$ cat config.mk
export PLATFORM = sky130hd
export DESIGN_NAME = xbus_arbiter_flat
export DESIGN_NICKNAME = d
export VERILOG_FILES = /design/src/rtl/xbus_arb_pkg.sv /design/src/rtl/xbus_arbiter_if.sv /design/src/rtl/xbus_rr_picker.sv /design/src/rtl/xbus_arbiter.sv /design/src/flat_wrapper.sv
export SDC_FILE = /design/constraint.sdc
export NUM_CORES = 1
export LEC_CHECK = 0
export CAP_MARGIN = 20
export CORE_MARGIN = 4
export CORE_UTILIZATION = 46
export CTS_CLUSTER_DIAMETER = 60
export DETAILED_ROUTE_END_ITERATION = 16
export PLACE_DENSITY = 0.71
export SETUP_SLACK_MARGIN = 0.1
export SYNTH_ARGS = -nofsm -noshare
export SYNTH_HDL_FRONTEND = slang
export SYNTH_HIERARCHICAL = 1
export SYNTH_SLANG_ARGS = --single-unit
$ cat constraint.sdc
create_clock -name sig_clock -period 5.05 [get_ports sig_clock]
set_input_delay 1.01 -clock sig_clock [delete_from_list [all_inputs] [get_ports sig_clock]]
set_output_delay 1.01 -clock sig_clock [all_outputs]
set_load 0.02 [all_outputs]
$ cat src/rtl/xbus_arb_pkg.sv
// xbus arbiter shared types and constants.
// State encoding is fixed so arb_state can be observed externally.
package xbus_arb_pkg;

    localparam int XBUS_MAX_MASTERS = 16;

    localparam logic [1:0] ST_IDLE = 2'd0;
    localparam logic [1:0] ST_ARB  = 2'd1;
    localparam logic [1:0] ST_ADDR = 2'd2;
    localparam logic [1:0] ST_DATA = 2'd3;

    typedef enum logic [1:0] {
        IDLE = ST_IDLE,
        ARB  = ST_ARB,
        ADDR = ST_ADDR,
        DATA = ST_DATA
    } arb_state_t;

endpackage

$ cat src/rtl/xbus_arbiter_if.sv
// xbus arbiter bus bundle: request/strobe inputs and grant/status outputs.
// master = bus-side driver, slave = arbiter side.
interface xbus_arbiter_if;
    import xbus_arb_pkg::*;

    logic [XBUS_MAX_MASTERS-1:0] sig_request;
    logic                        sig_read;
    logic                        sig_write;
    logic                        sig_bip;
    logic                        sig_wait;
    logic                        sig_error;
    logic [XBUS_MAX_MASTERS-1:0] sig_grant;
    logic                        sig_start;
    logic [1:0]                  arb_state;
    logic                        proto_err;
    logic                        timeout;

    modport master (
        output sig_request, sig_read, sig_write,
        output sig_bip, sig_wait, sig_error,
        input  sig_grant, sig_start, arb_state,
        input  proto_err, timeout
    );

    modport slave (
        input  sig_request, sig_read, sig_write,
        input  sig_bip, sig_wait, sig_error,
        output sig_grant, sig_start, arb_state,
        output proto_err, timeout
    );

endinterface

$ cat src/rtl/xbus_rr_picker.sv
// Combinational round-robin picker: searches upward from last_grant+1,
// wrapping at NUM_MASTERS-1; lanes at or above NUM_MASTERS are ignored.
module xbus_rr_picker
    import xbus_arb_pkg::*;
#(
    parameter int NUM_MASTERS = 16
) (
    input  logic [XBUS_MAX_MASTERS-1:0] req,
    input  logic [3:0]                  last_grant,
    output logic [XBUS_MAX_MASTERS-1:0] winner,
    output logic [3:0]                  winner_idx,
    output logic                        valid
);

    localparam logic [XBUS_MAX_MASTERS-1:0] LANE_MASK =
        XBUS_MAX_MASTERS'((33'd1 << NUM_MASTERS) - 33'd1);

    logic [XBUS_MAX_MASTERS-1:0] req_m;
    logic [4:0]                  cand;

    assign req_m = req & LANE_MASK;

    always_comb begin
        valid      = 1'b0;
        winner_idx = last_grant;
        cand       = '0;
        for (int i = 1; i <= NUM_MASTERS; i++) begin
            cand = {1'b0, last_grant} + 5'(i);
            if (cand >= 5'(NUM_MASTERS)) begin
                cand = cand - 5'(NUM_MASTERS);
            end
            if (!valid && req_m[cand[3:0]]) begin
                valid      = 1'b1;
                winner_idx = cand[3:0];
            end
        end
        winner = valid ? (XBUS_MAX_MASTERS'(1) << winner_idx) : '0;
    end

endmodule

$ cat src/rtl/xbus_arbiter.sv
// xbus round-robin arbiter: IDLE -> ARB -> ADDR -> DATA tenure FSM.
// Optional data-phase watchdog: define XBUS_ARBITER_TIMEOUT_EN.
module xbus_arbiter
    import xbus_arb_pkg::*;
#(
    parameter int NUM_MASTERS    = 16,
    parameter int TIMEOUT_CYCLES = 64
) (
    input  logic          sig_clock,
    input  logic          sig_reset,
    xbus_arbiter_if.slave bus
);

    if (NUM_MASTERS < 1 || NUM_MASTERS > XBUS_MAX_MASTERS) begin : g_bad_nm
        $error("xbus_arbiter: NUM_MASTERS out of range");
    end
    if (TIMEOUT_CYCLES < 2 || TIMEOUT_CYCLES > 255) begin : g_bad_to
        $error("xbus_arbiter: TIMEOUT_CYCLES out of range");
    end

    localparam logic [3:0] LAST_RST = 4'(NUM_MASTERS - 1);

    arb_state_t                  state_q, state_d;
    logic [XBUS_MAX_MASTERS-1:0] grant_q;
    logic                        start_q;
    logic                        perr_q, perr_d;
    logic                        tout_q, tout_d;
    logic [3:0]                  last_q;
    logic [XBUS_MAX_MASTERS-1:0] win;
    logic [3:0]                  win_idx;
    logic                        win_vld;
    logic                        done;

    xbus_rr_picker #(
        .NUM_MASTERS(NUM_MASTERS)
    ) u_pick (
        .req       (bus.sig_request),
        .last_grant(last_q),
        .winner    (win),
        .winner_idx(win_idx),
        .valid     (win_vld)
    );

    // A data cycle ends the tenure on the last beat or an error beat.
    assign done = !bus.sig_wait && (!bus.sig_bip || bus.sig_error);

`ifdef XBUS_ARBITER_TIMEOUT_EN
    localparam logic [7:0] TO_LAST = 8'(TIMEOUT_CYCLES - 1);
    logic [7:0] cnt_q;
    logic       wd_hit;

    assign wd_hit = (cnt_q == TO_LAST);

    always_ff @(posedge sig_clock or posedge sig_reset) begin
        if (sig_reset) begin
            cnt_q <= '0;
        end else if (state_q != DATA) begin
            cnt_q <= '0;
        end else begin
            cnt_q <= cnt_q + 8'd1;
        end
    end
`else
    logic wd_hit;
    assign wd_hit = 1'b0;
`endif

    always_comb begin
        state_d = state_q;
        perr_d  = 1'b0;
        tout_d  = 1'b0;
        unique case (state_q)
            IDLE: state_d = ARB;
            ARB: begin
                if (win_vld) state_d = ADDR;
            end
            ADDR: begin
                if (bus.sig_read ^ bus.sig_write) begin
                    state_d = DATA;
                end else begin
                    perr_d  = bus.sig_read & bus.sig_write;
                    state_d = ARB;
                end
            end
            DATA: begin
                if (done) begin
                    state_d = ARB;
                end else if (wd_hit) begin
                    tout_d  = 1'b1;
                    state_d = ARB;
                end
            end
        endcase
    end

    always_ff @(posedge sig_clock or posedge sig_reset) begin
        if (sig_reset) begin
            state_q <= IDLE;
            grant_q <= '0;
            start_q <= 1'b0;
            perr_q  <= 1'b0;
            tout_q  <= 1'b0;
            last_q  <= LAST_RST;
        end else begin
            state_q <= state_d;
            grant_q <= (state_d == ADDR) ? win : '0;
            start_q <= (state_d == ARB);
            perr_q  <= perr_d;
            tout_q  <= tout_d;
            if (state_q == ARB && win_vld) begin
                last_q <= win_idx;
            end
        end
    end

    assign bus.sig_grant = grant_q;
    assign bus.sig_start = start_q;
    assign bus.arb_state = state_q;
    assign bus.proto_err = perr_q;
    assign bus.timeout   = tout_q;

endmodule

$ cat src/flat_wrapper.sv
// flat-port wrapper written by rule: the top's interface ports become plain ports
module xbus_arbiter_flat import xbus_arb_pkg::*;
#(
    parameter int NUM_MASTERS    = 16,
    parameter int TIMEOUT_CYCLES = 64
)
  (sig_clock, sig_reset, bus_sig_request, bus_sig_read, bus_sig_write, bus_sig_bip, bus_sig_wait, bus_sig_error, bus_sig_grant, bus_sig_start, bus_arb_state, bus_proto_err, bus_timeout);
  xbus_arbiter_if bus_i ();
  input  logic sig_clock;
  input  logic sig_reset;
  input wire logic [$bits(bus_i.sig_request)-1:0] bus_sig_request;
  input wire logic [$bits(bus_i.sig_read)-1:0] bus_sig_read;
  input wire logic [$bits(bus_i.sig_write)-1:0] bus_sig_write;
  input wire logic [$bits(bus_i.sig_bip)-1:0] bus_sig_bip;
  input wire logic [$bits(bus_i.sig_wait)-1:0] bus_sig_wait;
  input wire logic [$bits(bus_i.sig_error)-1:0] bus_sig_error;
  output wire logic [$bits(bus_i.sig_grant)-1:0] bus_sig_grant;
  output wire logic [$bits(bus_i.sig_start)-1:0] bus_sig_start;
  output wire logic [$bits(bus_i.arb_state)-1:0] bus_arb_state;
  output wire logic [$bits(bus_i.proto_err)-1:0] bus_proto_err;
  output wire logic [$bits(bus_i.timeout)-1:0] bus_timeout;
  assign bus_i.sig_request = bus_sig_request;
  assign bus_i.sig_read = bus_sig_read;
  assign bus_i.sig_write = bus_sig_write;
  assign bus_i.sig_bip = bus_sig_bip;
  assign bus_i.sig_wait = bus_sig_wait;
  assign bus_i.sig_error = bus_sig_error;
  assign bus_sig_grant = bus_i.sig_grant;
  assign bus_sig_start = bus_i.sig_start;
  assign bus_arb_state = bus_i.arb_state;
  assign bus_proto_err = bus_i.proto_err;
  assign bus_timeout = bus_i.timeout;
  xbus_arbiter #(.NUM_MASTERS(NUM_MASTERS), .TIMEOUT_CYCLES(TIMEOUT_CYCLES)) u_core (.sig_clock(sig_clock), .sig_reset(sig_reset), .bus(bus_i));
endmodule
==> impl_summary.txt, run 1 <==
----------------------------------------------------
[Run status]
  Status ... complete, no violations

[CTS]
  H-tree depth reported by CTS ... 1
  Post-CTS setup repair buffer count ... 0
  Bufs on Longest Clock Path ... 2
  Hold buffer count at CTS ... 0
  Clock tree from TritonCTS ... built
  Clock latency on the worst-skew pair ... approximately 0.26 ns
  Post_cts resized ... 0
  CTS Sinks ... 24
  TritonCTS Buffers ... 3
  Clock root buffer ... clkbuf_8
  Clock transition at path regs ... roughly 0.080 ns

[Logic synthesis]
  Cell type with the largest total area after synthesis ... dfrtp_1
  EDFF count, synth ... 0
  Flop and latch count out of synthesis ... 24
  Per-instance average area after synthesis ... around 9.1 um^2
  Synth cell types ... 79
  Fraction of registers with async set/reset ... between 90% and 100%
  Cell area after synthesis ... roughly 3600 um^2
  Synth warnings ... 6
  Main area contributors after synthesis ... dfrtp_1 (14%), mux4_2 (14%), mux2i_1 (5.6%)
  Area share of the leading cell type in the synthesized netlist ... 14.1%
  Post-synthesis instance total ... 390
  Seq/Total Area, Yosys ... approximately 17%
  Total nets after synthesis ... 422
  Most common flop cell mapped by yosys ... dfrtp_1

[Finish]
  Share of final-layout standard cells stronger than drive strength 1 ... 22.2%
  Area growth, synth to finish ... 17.8%
  Commonest cells after routing, fill and taps aside ... clkdlybuf4s50_1 (42), nor2_1 (32), nand2_1 (28), a21oi_1 (28), mux4_2 (22)
  Final net count ... roughly 470
  Core occupancy in the finished layout ... a little under three fifths
  Fill cell count ... about 660
  Area of all sequential standard cells ... slightly above 600 um^2
  Most frequent standard cell in the layout excluding fill and tap cells ... clkdlybuf4s50_1
  ANT cells ... 0
  Multi-input combinational cell area ... approximately 2800 um^2

[Worst setup path]
  Worst Path Arrival ... 4.87 ns
  Sort of element at the start of the critical path ... register
  Capturing element type of the critical path ... register
  Crit path capture ... u_core/bus.sig_grant[0]$_DFF_PP0_
  Reg2reg start ... u_core/last_q[1]$_DFFE_PP1P_
  Crit path from ... u_core/last_q[1]$_DFFE_PP1P_
  Maximum fanout count along the critical path ... 12
  CP Data Required Time ... between 5 and 6 ns
  Classification of the worst setup path ... register to register
  Number of cells on the worst reg-to-reg path ... 12
  Register-to-register path setup slack ... approximately 0.38 ns
  Capturing point of the worst reg2reg path ... u_core/bus.sig_grant[0]$_DFF_PP0_

[Routing]
  Final routed wire length divided by cell count ... 19.2 um
  Vias ... around 3400
  Final wirelength ... about 10000 um
  First drt pass iteration count ... 6
  Post-detailed-route DRC marker count ... 0
  Initial DRC count ... 330
  Number of routed nets with antenna violations ... 0
  Average vias per placed instance ... approximately 6.5

[Die]
  Core area ... around 7400 um^2
  Die width ... approximately 96 um
  Height of the die ... roughly 96 um
  DIE AREA ... about 9000 um^2
  I/O pin cnt ... between 40 and 50
  Effective utilization at floorplan ... 48.3%
  Number of placement rows ... 31

[Timing]
  Max-slew headroom ... between 40 and 50%
  Slew Limit Fails ... 0
  Layout Skew ... around 0.0063 ns
  Transition time at the pin with the least slew margin ... 0.833 ns
  Number of endpoints with negative hold slack in the final report ... 0
  Unrepaired setup endpoints after global routing ... no
  Final period util ... between 90 and 100%
  Setup-violating endpoint count in the final report ... 0
  Final critical delay including setup and external delays ... approximately 4.7 ns
  Post-Route Setup TNS ... 0 ns
  Maximum clock frequency ... ~210 MHz

[GRT]
  Global route total overflow ... 0
  Total global routing track utilization ... ~22%
  Pin count of the biggest net entering global routing ... 38
  Global-route wire length before repair ... ~16000 um
  Number of global-route vias before repair ... 3141
  Initial antenna violation count ... 0

[Min path]
  Type of the tightest min-delay check ... register to register

[Placement]
  Number of input and output port buffers inserted ... 42
  Last weighted congestion value of the routability-driven placer ... 0.970
  Estimated wirelength of the detail-placed design ... 8020 um

[Run]
  Max_cap viols ... 0

----------------------------------------------------
worst min path at each step:
stage	to	from	depth (start not counted)
2_1_floorplan	u_core/last_q[0]$_DFFE_PP1P_	u_core/last_q[0]$_DFFE_PP1P_	1
3_3_place_gp	u_core/bus.proto_err$_DFF_PP0_	u_core/bus.arb_state[1]$_DFF_PP0_	1
3_5_place_dp	u_core/bus.proto_err$_DFF_PP0_	u_core/bus.arb_state[1]$_DFF_PP0_	1
4_1_cts	u_core/bus.proto_err$_DFF_PP0_	u_core/bus.arb_state[1]$_DFF_PP0_	1
5_1_grt	u_core/bus.proto_err$_DFF_PP0_	u_core/bus.arb_state[1]$_DFF_PP0_	1
6_report	u_core/bus.proto_err$_DFF_PP0_	u_core/bus.arb_state[1]$_DFF_PP0_	1
cells by family (layout without fill, tap and decap cells):
logic type / count (synthesis) / count (layout) / synth area share [%]
simple gates: 144 / 144 / 23.9
mux: 71 / 71 / 29.1
flops: 24 / 24 / 17.0
fa+ha+maj: 9 / 9 / 3.17
buf+inv: 32 / 75 / 4.40
xor+xnor: 11 / 11 / 3.13
other cells: 1 / 1 / 0.105
compound gates: 98 / 98 / 19.2
cell usage after synthesis, drive strengths merged, types with 5 or more instances:
cell,count
inv,12
or2,5
o22ai,6
a21oi,28
clkbuf,8
and2,17
xnor2,7
mux4,22
nand2,28
nor2,33
ha,9
dfrtp,20
nor2b,7
mux2,28
nor4,10
and4,8
mux2i,21
o21ai,15
nor3,6
buf,11
nand3,10
flip-flops by register name (all words and copies together), names as in the netlist:
register and cells:
u_core/bus.sig_start 1, u_core/last_q 4, u_core/bus.proto_err 1, u_core/bus.sig_grant 16, u_core/bus.arb_state 2
critical path: stages, from the launching register on:
cell        delay (ns)
dfstp_2           0.69
inv_1             0.10
ha_2              0.56
clkinvlp_4        0.37
mux4_2            0.61
mux2_2            0.35
nand4b_4          0.21
or4_4             0.48
o31ai_1           0.35
xnor2_1           0.18
or2_4             0.29
nor4_2            0.24
and2_2            0.18
stage by stage:
| step | setup slack [ns] | hold WS, ns | std cells | area [um^2] |
|---|---|---|---|---|
| floorplan | 0.156 | 0.627 | 390 | 3570 |
| global placement | 0.168 | 0.595 | 528 | 4120 |
| detailed placement | 0.113 | 0.614 | 528 | 4120 |
| CTS | 0.145 | 0.639 | 532 | 4180 |
| global route | 0.124 | 0.662 | 532 | 4190 |
| finish | 0.383 | 0.628 | 532 | 4190 |
final cells by class:
cell class	count	share of cell area (%)
flip-flops and latches	24	14.5
clock buffers	4	1.31
repair buffers	58	12.9
inverters	13	1.25
well taps	99	2.96
multi-input cells	334	67.1
routing by layer:
metal	global-route usage, %	part of all wire, %	vias up
li1	-	-	1589
met1	30.0	42	1639
met2	38.1	48	174
met3	1.72	7.6	30
met4	7.58	2.8	0
met5	0	0	-
Power of run 1 is not shown: default switching activity piles up to over one toggle a cycle in this logic, so the estimate is an artifact.
==> run 2: changes to the inputs <==
--- a/config.mk
+++ b/config.mk
@@ -10,6 +10,7 @@
 export CORE_UTILIZATION = 46
 export CTS_CLUSTER_DIAMETER = 60
 export DETAILED_ROUTE_END_ITERATION = 16
+export HOLD_SLACK_MARGIN = 0.1
 export PLACE_DENSITY = 0.71
 export SETUP_SLACK_MARGIN = 0.1
 export SYNTH_ARGS = -nofsm -noshare
==> results of run 2 <==
Final layout, timing and power as in run 1 (identical DEF).
Power of run 2 is left out for the same reason.
==> run 3: changes to the inputs <==
--- a/config.mk
+++ b/config.mk
@@ -5,7 +5,7 @@
 export SDC_FILE = /design/constraint.sdc
 export NUM_CORES = 1
 export LEC_CHECK = 0
-export CAP_MARGIN = 20
+export CAP_MARGIN = 40
 export CORE_MARGIN = 4
 export CORE_UTILIZATION = 46
 export CTS_CLUSTER_DIAMETER = 60
==> results of run 3 <==
Final layout, timing and power as in run 1 (identical DEF).
Power of run 3 is left out for the same reason.
